===== config.mk =====
export PLATFORM = sky130hd
export DESIGN_NAME = fpu_add_sub_sequencer
export DESIGN_NICKNAME = d
export VERILOG_FILES = /design/src/rtl/fpu_add_ctrl_pkg.sv /design/src/rtl/norm_iter_counter.sv /design/src/rtl/fpu_add_sub_sequencer.sv
export SDC_FILE = /design/constraint.sdc
export NUM_CORES = 1
export LEC_CHECK = 0
export ABC_AREA = 1
export CORE_MARGIN = 3
export CORE_UTILIZATION = 43
export CTS_CLUSTER_SIZE = 16
export DETAILED_ROUTE_END_ITERATION = 6
export GPL_TIMING_DRIVEN = 0
export PLACE_DENSITY = 0.72
export RECOVER_POWER = 50
export REMOVE_ABC_BUFFERS = 1
export SETUP_SLACK_MARGIN = 0.4
export SYNTH_ARGS = -nofsm -noshare
export SYNTH_HDL_FRONTEND = slang
export SYNTH_HIERARCHICAL = 1
export SYNTH_SLANG_ARGS = --single-unit
export TNS_END_PERCENT = 20

===== constraint.sdc =====
create_clock -name clk -period 1.6 [get_ports clk]
set_input_delay 0.16 -clock clk [delete_from_list [all_inputs] [get_ports clk]]
set_output_delay 0.16 -clock clk [all_outputs]
set_load 0.01 [all_outputs]

===== src/rtl/fpu_add_ctrl_pkg.sv =====
// Shared types and constants for the floating-point add/subtract control FSM.
package fpu_add_ctrl_pkg;

    // Default operand width (single precision) and the matching normalization bound.
    localparam int W_DEFAULT        = 32;
    localparam int NORM_MAX_DEFAULT = W_DEFAULT - 1;

    // Width of the normalization iteration counter for the default operand width.
    localparam int CNT_W_DEFAULT    = $clog2(W_DEFAULT);

    // Binary-encoded sequencer states; the encoding is visible on the debug port.
    typedef enum logic [3:0] {
        ST_IDLE     = 4'd0,
        ST_LOAD_OPS = 4'd1,
        ST_ZERO_CHK = 4'd2,
        ST_EXP_CMP  = 4'd3,
        ST_ALIGN    = 4'd4,
        ST_ADD      = 4'd5,
        ST_NORM     = 4'd6,
        ST_ROUND    = 4'd7,
        ST_DONE     = 4'd8
    } state_e;

    // Counter width needed to hold iteration indices for a given operand width.
    function automatic int cnt_width(input int w);
        return $clog2(w);
    endfunction

endpackage


===== src/rtl/norm_iter_counter.sv =====
// Normalization iteration counter: synchronous clear/enable up-counter whose
// terminal-count output flags the last permitted normalization step.
module norm_iter_counter #(
    parameter int WIDTH     = 5,
    parameter int MAX_COUNT = 31
) (
    input  logic             clk,
    input  logic             rst,
    input  logic             clr,
    input  logic             en,
    output logic [WIDTH-1:0] count,
    output logic             tc
);

    // Terminal value: the counter reads MAX_COUNT-1 during the final allowed iteration.
    localparam logic [WIDTH-1:0] TC_VAL = WIDTH'(MAX_COUNT - 1);

    logic [WIDTH-1:0] count_q;
    logic [WIDTH-1:0] count_d;

    // Clear has priority over enable so a new operation always starts from zero.
    always_comb begin
        count_d = count_q;
        if (clr) begin
            count_d = '0;
        end else if (en) begin
            count_d = count_q + WIDTH'(1);
        end
    end

    // Counter register with synchronous reset.
    always_ff @(posedge clk) begin
        if (rst) begin
            count_q <= '0;
        end else begin
            count_q <= count_d;
        end
    end

    assign count = count_q;
    assign tc    = (count_q == TC_VAL);

endmodule


===== src/rtl/fpu_add_sub_sequencer.sv =====
// Control sequencer for the floating-point add/subtract datapath. Issues the
// per-stage load enables, short-circuits to DONE when the operands produce a
// zero result, and bounds the normalization loop.
//
// Handshake: an operation is accepted when beg_fsm is high in IDLE; the
// result is valid while ready is high (DONE) and is retired by ack_fsm high
// in DONE. beg_fsm outside IDLE and ack_fsm outside DONE are ignored.
module fpu_add_sub_sequencer
    import fpu_add_ctrl_pkg::*;
#(
    parameter int W        = W_DEFAULT,
    parameter int NORM_MAX = W - 1
) (
    input  logic       clk,
    input  logic       rst,
    input  logic       beg_fsm,
    input  logic       ack_fsm,
    input  logic       zero_flag,
    input  logic       norm_done,
    output logic       load_ops,
    output logic       load_zero,
    output logic       load_exp,
    output logic       load_align,
    output logic       load_add,
    output logic       load_norm,
    output logic       load_round,
    output logic       load_result,
    output logic       zero_result,
    output logic       norm_ovf,
    output logic       ready,
    output logic       busy,
    output logic [3:0] state_dbg
);

    localparam int CNT_W = cnt_width(W);

    state_e state_q;
    state_e state_d;

    logic zero_q;
    logic zero_d;
    logic ovf_q;
    logic ovf_d;
    logic first_done_q;
    logic first_done_d;

    logic             cnt_clr;
    logic             cnt_en;
    logic             cnt_tc;
    logic [CNT_W-1:0] cnt_val;

    // A new operation is accepted only from IDLE.
    logic start_accept;
    assign start_accept = (state_q == ST_IDLE) && beg_fsm;

    assign cnt_clr = start_accept;
    assign cnt_en  = (state_q == ST_NORM);

    norm_iter_counter #(
        .WIDTH     (CNT_W),
        .MAX_COUNT (NORM_MAX)
    ) u_norm_cnt (
        .clk   (clk),
        .rst   (rst),
        .clr   (cnt_clr),
        .en    (cnt_en),
        .count (cnt_val),
        .tc    (cnt_tc)
    );

    // State and sticky-flag registers; reset overrides every input.
    always_ff @(posedge clk) begin
        if (rst) begin
            state_q      <= ST_IDLE;
            zero_q       <= 1'b0;
            ovf_q        <= 1'b0;
            first_done_q <= 1'b0;
        end else begin
            state_q      <= state_d;
            zero_q       <= zero_d;
            ovf_q        <= ovf_d;
            first_done_q <= first_done_d;
        end
    end

    // Next-state logic and sticky-flag updates.
    always_comb begin
        state_d = state_q;
        zero_d  = zero_q;
        ovf_d   = ovf_q;
        case (state_q)
            ST_IDLE: begin
                if (beg_fsm) begin
                    state_d = ST_LOAD_OPS;
                    zero_d  = 1'b0;
                    ovf_d   = 1'b0;
                end
            end
            ST_LOAD_OPS: state_d = ST_ZERO_CHK;
            ST_ZERO_CHK: begin
                if (zero_flag) begin
                    state_d = ST_DONE;
                    zero_d  = 1'b1;
                end else begin
                    state_d = ST_EXP_CMP;
                end
            end
            ST_EXP_CMP:  state_d = ST_ALIGN;
            ST_ALIGN:    state_d = ST_ADD;
            ST_ADD:      state_d = ST_NORM;
            ST_NORM: begin
                if (norm_done) begin
                    state_d = ST_ROUND;
                end else if (cnt_tc) begin
                    state_d = ST_ROUND;
                    ovf_d   = 1'b1;
                end
            end
            ST_ROUND:    state_d = ST_DONE;
            ST_DONE: begin
                if (ack_fsm) begin
                    state_d = ST_IDLE;
                end
            end
            default:     state_d = ST_IDLE;
        endcase
        // load_result fires only in the cycle DONE is entered.
        first_done_d = (state_d == ST_DONE) && (state_q != ST_DONE);
    end

    // Moore output decode from the registered state and sticky flags.
    always_comb begin
        load_ops    = 1'b0;
        load_zero   = 1'b0;
        load_exp    = 1'b0;
        load_align  = 1'b0;
        load_add    = 1'b0;
        load_norm   = 1'b0;
        load_round  = 1'b0;
        load_result = 1'b0;
        zero_result = 1'b0;
        norm_ovf    = 1'b0;
        ready       = 1'b0;
        case (state_q)
            ST_LOAD_OPS: begin
                load_ops  = 1'b1;
                load_zero = 1'b1;
            end
            ST_EXP_CMP: load_exp   = 1'b1;
            ST_ALIGN:   load_align = 1'b1;
            ST_ADD:     load_add   = 1'b1;
            ST_NORM:    load_norm  = 1'b1;
            ST_ROUND:   load_round = 1'b1;
            ST_DONE: begin
                ready       = 1'b1;
                load_result = first_done_q;
                zero_result = zero_q;
                norm_ovf    = ovf_q;
            end
            default: ;
        endcase
        busy = (state_q != ST_IDLE);
    end

    assign state_dbg = state_q;

endmodule

==> flow_summary.yaml, run 1 <==
power_and_ir_drop:
  ir_drop_mv: 0.520
  power_leakage_nw: 0.453
  p_per_area_nw_per_um2: 685
synthesis:
  synth_most_common_cell: "nand2_1"
  synth-seq-cells: 12
  synthTopCellsByCount: "nand2_1 (29), inv_1 (19), nor2_1 (16)"
  synth_area_um2: 662
  ys.flop_type: "dfxtp_1"
  syn_area_per_cell_um2: 6.36
  synthTopCellsByArea: "dfxtp_1 (36%), nand2_1 (16%), inv_1 (11%), nor2_1 (9.1%), nor2_2 (6.6%)"
  yosys.area.top_type: "dfxtp_1"
  synth-edff-count: 0
  async_flop_share_pct: 0
  yosysUniqueCellTypes: 16
  yosysWarnings: 6
  ys_seq_area_share_pct: 36.3
  synth_cells: 104
  synth_top_area_share_pct: 36.3
hold_path:
  hp-class: "reg2reg"
clocking:
  postCtsHoldBufs: 0
  cts-buffers-inserted: 3
  htreeDepth: 1
  root_buffer: "clkbuf_4"
  cts.clk_slew.worst_paths_ps: 70
  clk_path_buf_depth: 2
  cts_tree: "built"
  clk_latency_ps: 260
  cts_sinks: 12
global_route:
  grt_usage_pct: 18.9
  antenna_found_initial: 0
  grt_max_degree: 9
  grt-ovfl-total: 0
  first_global_vias: 587
  grt_pass1_wl_um: 2720
timing:
  setup_viol: 0
  slew_viol_final: 0
  max_slew.worst_pin.slew_ps: 229
  slew_headroom_pct: 84.7
  worst_clock_skew_ps: 4.69
  fin_ws_ps: 176
  hold_viol: 0
  fin_crit_sh_pct: 89.0
  rsz0062_at_grt: "true"
  min_period_ps: 1420
  max_freq_ghz: 0.702
route:
  finalWirelength_um: 1820
  drt_pass1_iterations: 4
  antenna_left: 0
  wl_per_cell_um: 12.2
  drc: 0
  routed-via-count: 729
  viasPerCell: 4.89
  first_iter_violations: 34
die:
  start_util_pct: 48.4
  die_w_um: 45.2
  dieArea_um2: 2050
  die_h_um: 45.2
  core_um2: 1370
  pin_count: 22
  rows: 13
critical_path:
  path_class: "reg2out"
  critPathMaxFanout: 7
  worst_path_max_delay_cell: "dfxtp_4"
  crit_chain: "nor2_1 -> nand2_1 -> inv_1 -> dlygate4sd2_1"
  critPathMaxStageDelay_ps: 380
  startpoint_type: "flop"
  path_buf_inv: 2
  critPathTopFamily: "flip-flops"
  arrival_ps: 1260
  critPathRequiredTime_ps: 1440
  end_kind: "primary output"
placed_design:
  dp.cells: 139
  place_congestion: 0.782
  dp_hpwl_um: 1140
  place_ws_ps: -5.28
  portBuffers: 21
cells_and_area:
  drive_above_1_share_pct: 26.9
  area_growth_pct: 44.6
  diodes: 0
  nNetsFinal: 144
  final_cells: 149
outcome:
  status: "finished, final reports clean"
flow_run:
  cap_violations: 0
what timing repair did:
| action | 4_1_cts | 5_1_grt |
|---|---|---|
| gates cloned | 0 | 0 |
| setup endpoints to repair | 23 | 23 |
| buffers inserted | 4 | 3 |
| endpoints found under the hold margin | 0 | 0 |
| resized for setup | 45 | 19 |
| pin swaps | 4 | 5 |
power by group:
group | switching (mW) | total, mW | internal, mW | leakage, nW
Combinational | 0.0878 | 0.161 | 0.0736 | 0.339
Sequential | 0.0139 | 0.321 | 0.307 | 0.100
Clock | 0.0867 | 0.174 | 0.0869 | 0.0138
worst paths after layout:
kind	from	end	slack, ps	cells past startpoint
hold reg to reg	zero_q	zero_q	460	2
setup / recovery	state_dbg[3]	load_exp	180	4
setup reg to reg	state_dbg[3]	u_norm_cnt/count[3]	230	9
hold / removal	zero_q	zero_q	460	2
worst reg2reg max path, delay by kind of cell, from the launching register on:
family,cells,cell delay (ps)
flops,1,380
simple gates,7,620
buf+inv,2,250
state kept, by name, indices dropped and copies added (netlist names):
register / cells
u_norm_cnt/count: 5
first_done_q: 1
ovf_q: 1
zero_q: 1
state_dbg: 4
per-layer routing:
metal,up-vias,global-route usage [%],part of all wire (%)
met5,-,0,0
met4,0,5.26,2.0
met3,4,7.17,6.9
met2,31,31.6,50
met1,321,22.3,41
li1,373,-,-
kinds of logic (layout without fill, tap and decap cells):
logic type	after synthesis	after routing	share of synthesized area, %
and+or+nand+nor	60	60	40.1
buffers and inverters	21	51	12.5
DFF	12	12	36.3
AOI/OAI and AO/OA	9	9	7.37
adders and majority gates	2	2	3.78
cells in the final DEF (no fill, tap or decap), drive strengths merged:
cell type and count:
nand4 1, dfxtp 12, clkdlybuf4s50 8, clkdlybuf4s15 1, o21ai 2, nand2 29
clkbuf 8, nand3 5, a21oi 7, nor2 24, buf 11, dlygate4sd2 3
nor3 1, inv 20, ha 2
cell type report:
type,count,area [um^2]
Fill cell,126,409
Multi-Input combinational cell,71,363
Sequential cell,12,255
Timing Repair Buffer,28,220
Inverter,20,77.6
Clock buffer,3,22.5
Tap cell,15,18.8
stage by stage:
stage | hold WS (ps) | total power, mW | area (um^2) | util, % | TNS, ps
after global routing | 490 | 0.694 | 957 | 70.1 | 0
after global placement | 448 | 0.466 | 883 | 64.7 | -6.17
final | 460 | 0.656 | 957 | 70.1 | 0
after floorplan | 229 | 0.402 | 654 | - | 0
after detailed placement | 454 | 0.467 | 883 | 64.7 | -5.28
after CTS | 465 | 0.652 | 958 | 70.1 | 0
(Power assumes the default switching activity.)
==> run 2: changes to the inputs <==
CORE_AREA = 3 3 40 42   (was unset)
CORE_MARGIN = unset   (was 3)
CORE_UTILIZATION = unset   (was 43)
DIE_AREA = 0 0 43 45   (was unset)
DONT_BUFFER_PORTS = 1   (was unset)
PLACE_DENSITY = 0.61   (was 0.72)
SLEW_MARGIN = 40   (was unset)
==> flow_summary.yaml, run 2 (synthesis results as in run 1) <==
clocking:
  htreeDepth: 1
  clk_path_buf_depth: 2
  cts_tree: "built"
  clk_latency_ps: 260
  cts.clk_slew.worst_paths_ps: 70
  cts-buffers-inserted: 3
  root_buffer: "clkbuf_4"
  cts_sinks: 12
flow_run:
  cap_violations: 0
critical_path:
  timing.rr.start: "state_dbg[1]"
  critPathMaxFanout: 5
  path_class: "reg2out"
  end_kind: "primary output"
  worst-r2r-cell-count: 7
  setup.worst_path.start: "state_dbg[1]"
  startpoint_type: "flop"
  r2r_setup_slack_ps: 250
  cp-endpoint: "zero_result"
  arrival_ps: 1220
  r2r_end: "u_norm_cnt/count[1]"
  critPathRequiredTime_ps: 1440
timing:
  rsz0062_at_grt: "true"
  worst_clock_skew_ps: 4.55
  slew_headroom_pct: 79.3
  hold_viol: 0
  max_freq_ghz: 0.725
  slew_viol_final: 0
  min_period_ps: 1380
  fin_crit_sh_pct: 86.3
  setup_viol: 0
  tns_ps: 0
  max_slew.worst_pin.slew_ps: 310
route:
  finalWirelength_um: 1450
  first_iter_violations: 8
  routed-via-count: 642
  antenna_left: 0
  drc: 0
  viasPerCell: 5.14
  drt_pass1_iterations: 4
  wl_per_cell_um: 11.6
global_route:
  grt_max_degree: 10
  grt-ovfl-total: 0
  antenna_found_initial: 0
  grt_pass1_wl_um: 2390
  grt_usage_pct: 16.8
  first_global_vias: 621
cells_and_area:
  largest_reg_flops: 5
  layout_common_cells: "nand2_1 (24), inv_1 (16), nor2_1 (13), dfxtp_1 (8)"
  drive_above_1_share_pct: 29.1
  final_common_cell: "nand2_1"
  area_growth_pct: 21.6
  nNetsFinal: 120
  diodes: 0
  final_cells: 125
  post-route-cell-area_um2: 805
  fin_util_pct: 62.6
die:
  die_w_um: 43
  dieArea_um2: 1940
  pin_count: 22
  die_h_um: 45
  start_util_pct: 51.5
  core_um2: 1280
  rows: 13
hold_path:
  hold_start: "rst"
  hp-class: "in2reg"
power_and_ir_drop:
  power_leakage_nw: 0.346
  p_per_area_nw_per_um2: 763
  ir_drop_mv: 0.478
placed_design:
  dp_hpwl_um: 1050
  portBuffers: 0
  post_dp_cell_area_um2: 673
  dp.cells: 118
  place_congestion: 0.837
outcome:
  status: "finished, final reports clean"
## run 2: worst min-delay path by stage
stage	endpoint	depth (start not counted)	slack [ps]
floorplan	first_done_q	1	230
detailed placement	state_dbg[2]	1	230
finish	u_norm_cnt/count[0]	3	30
global route	u_norm_cnt/count[0]	3	30
CTS	u_norm_cnt/count[0]	3	50
global placement	state_dbg[2]	1	230
## run 2: final cells by class
cell class / count / area, um^2
Timing Repair Buffer: 3 / 25.0
Fill cell: 137 / 480
Sequential cell: 12 / 253
Inverter: 20 / 77.6
Tap cell: 15 / 18.8
Multi-Input combinational cell: 72 / 408
Clock buffer: 3 / 22.5
## run 2: routing by layer
layer  vias to the layer above  part of all wire [%]  wire length, um  GRT usage (%)
li1                        326                     -                -              -
met1                       292                    44              632           18.5
met2                        22                    48              702           29.0
met3                         2                   7.1              103           5.18
met4                         0                  0.83               12           9.04
met5                         -                     0                0              0
## run 2: per-stage QoR
stage / hold WS [ps] / worst slack [ps] / power (mW)
floorplan: 229 / 272 / 0.402
finish: 27.6 / 220 / 0.613
detailed placement: 232 / 45.0 / 0.416
global route: 33.9 / 132 / 0.656
CTS: 45.5 / 230 / 0.618
global placement: 235 / 92.0 / 0.415
## run 2: critical path: stages (launching register included)
cell	delay, ps
dfxtp_1	400
nor2_4	160
inv_2	50
nor2_4	150
inv_4	80
nor2_4	110
## run 2: timing repair
action | 4_1_cts | 5_1_grt
hold buffers | 1 | 0
cloned | 0 | 1
endpoints found under the hold margin | 3 | 0
setup endpoints to repair | 20 | 20
pin swaps | 4 | 5
setup buffers | 1 | 1
gates resized for setup | 20 | 13
## run 2: where the power goes
part / internal (mW) / total (mW) / switching [mW]
Sequential: 0.307 / 0.324 / 0.0175
Clock: 0.0869 / 0.180 / 0.0934
Combinational: 0.0388 / 0.109 / 0.0700
==> run 3: changes to the inputs <==
CTS_CLUSTER_DIAMETER = 30   (was unset)
GPL_TIMING_DRIVEN = unset   (was 0)
==> flow_summary.yaml, run 3 (synthesis results as in run 1) <==
cells_and_area:
  nNetsFinal: 121
  final_common_cell: "nand2_1"
  drive_above_1_share_pct: 27.0
  fillerInstances: 128
  fin_util_pct: 61.6
  post-route-cell-area_um2: 792
  diodes: 0
  layout_common_cells: "nand2_1 (27), inv_1 (17), nor2_1 (13), dfxtp_1 (8)"
  largest_reg_flops: 5
  multi_input_area_um2: 379
  seq_area_um2: 250
  area_growth_pct: 19.7
power_and_ir_drop:
  p_per_area_nw_per_um2: 763
  power_leakage_nw: 0.350
  ir_drop_mv: 0.363
timing:
  hold_viol: 0
  max_freq_ghz: 0.739
  tns_ps: 0
  rsz0062_at_grt: "true"
  min_period_ps: 1350
  worst_clock_skew_ps: 2.56
  slew_viol_final: 0
  fin_crit_sh_pct: 84.6
  setup_viol: 0
  max_slew.worst_pin.slew_ps: 290
  slew_headroom_pct: 80.6
critical_path:
  end_kind: "primary output"
  startpoint_type: "flop"
  critPathRequiredTime_ps: 1440
  path_class: "reg2out"
  arrival_ps: 1190
  critPathMaxFanout: 5
route:
  drc: 0
  antenna_left: 0
  finalWirelength_um: 1460
  first_iter_violations: 6
  routed-via-count: 621
  wl_per_cell_um: 11.6
  drt_pass1_iterations: 4
  viasPerCell: 4.93
die:
  start_util_pct: 51.5
  rows: 13
  die_w_um: 43
  dieArea_um2: 1940
  die_h_um: 45
  pin_count: 22
  core_um2: 1280
clocking:
  clk_path_buf_depth: 2
  clk_latency_ps: 260
  root_buffer: "clkbuf_4"
  cts.clk_slew.worst_paths_ps: 70
  cts_sinks: 12
  htreeDepth: 1
  cts-buffers-inserted: 3
  cts_tree: "built"
placed_design:
  place_congestion: 0.840
  dp_hpwl_um: 1120
  post_dp_cell_area_um2: 688
  portBuffers: 0
outcome:
  status: "finished, final reports clean"
global_route:
  grt_usage_pct: 16.4
  antenna_found_initial: 0
  grt_pass1_wl_um: 2430
  grt-ovfl-total: 0
  first_global_vias: 582
  grt_max_degree: 8
hold_path:
  hp-class: "in2reg"
flow_run:
  cap_violations: 0
-- run 3: area by class of cell --
class                      count  area share, %
sequential                    12           31.6
multi-input combinational     71           47.9
tap                           15           2.37
timing repair buffer           5           5.53
inverter                      20           9.79
clock buffer                   3           2.84
-- run 3: repair_timing --
item,4_1_cts,5_1_grt
hold buffers,1,0
endpoints found under the setup margin,18,18
resized for setup,12,12
buffers inserted,1,1
pin swaps,3,5
endpoints found under the hold margin,3,0
-- run 3: worst max-delay path, stage by stage (launching register included) --
cell     delay, ps
dfxtp_1        390
nor2_4         150
inv_2           50
nor2_4         150
inv_4           80
nor2_4         110
-- run 3: through the flow --
step / hold slack, ps / cells / worst slack [ps] / total power, mW
6_report: 57.9 / 126 / 247 / 0.604
5_1_grt: 71.1 / 126 / 146 / 0.644
2_1_floorplan: 229 / 103 / 272 / 0.402
3_3_place_gp: 234 / 120 / 235 / 0.421
4_1_cts: 57.3 / 125 / 238 / 0.613
3_5_place_dp: 233 / 120 / 204 / 0.422
-- run 3: path summary, 6_finish.rpt --
check	startpoint	to	slack (ps)	cells past startpoint
max	state_dbg[1]	zero_result	250	5
min reg2reg	u_norm_cnt/count[2]	u_norm_cnt/count[2]	480	2
max reg2reg	state_dbg[1]	u_norm_cnt/count[1]	290	7
min	rst	u_norm_cnt/count[0]	60	3
-- run 3: layer usage --
layer	track usage [%]	routed length, um
met5	0	0
met4	5.42	6
met3	4.38	91
met2	29.9	739
met1	18.5	620
-- run 3: power by group --
group / internal, mW / switching (mW) / leakage [nW] / total, mW
clock network: 0.0867 / 0.0876 / 0.0138 / 0.174
logic: 0.0378 / 0.0684 / 0.237 / 0.106
registers: 0.307 / 0.0167 / 0.0997 / 0.324
total: 0.432 / 0.173 / 0.350 / 0.604
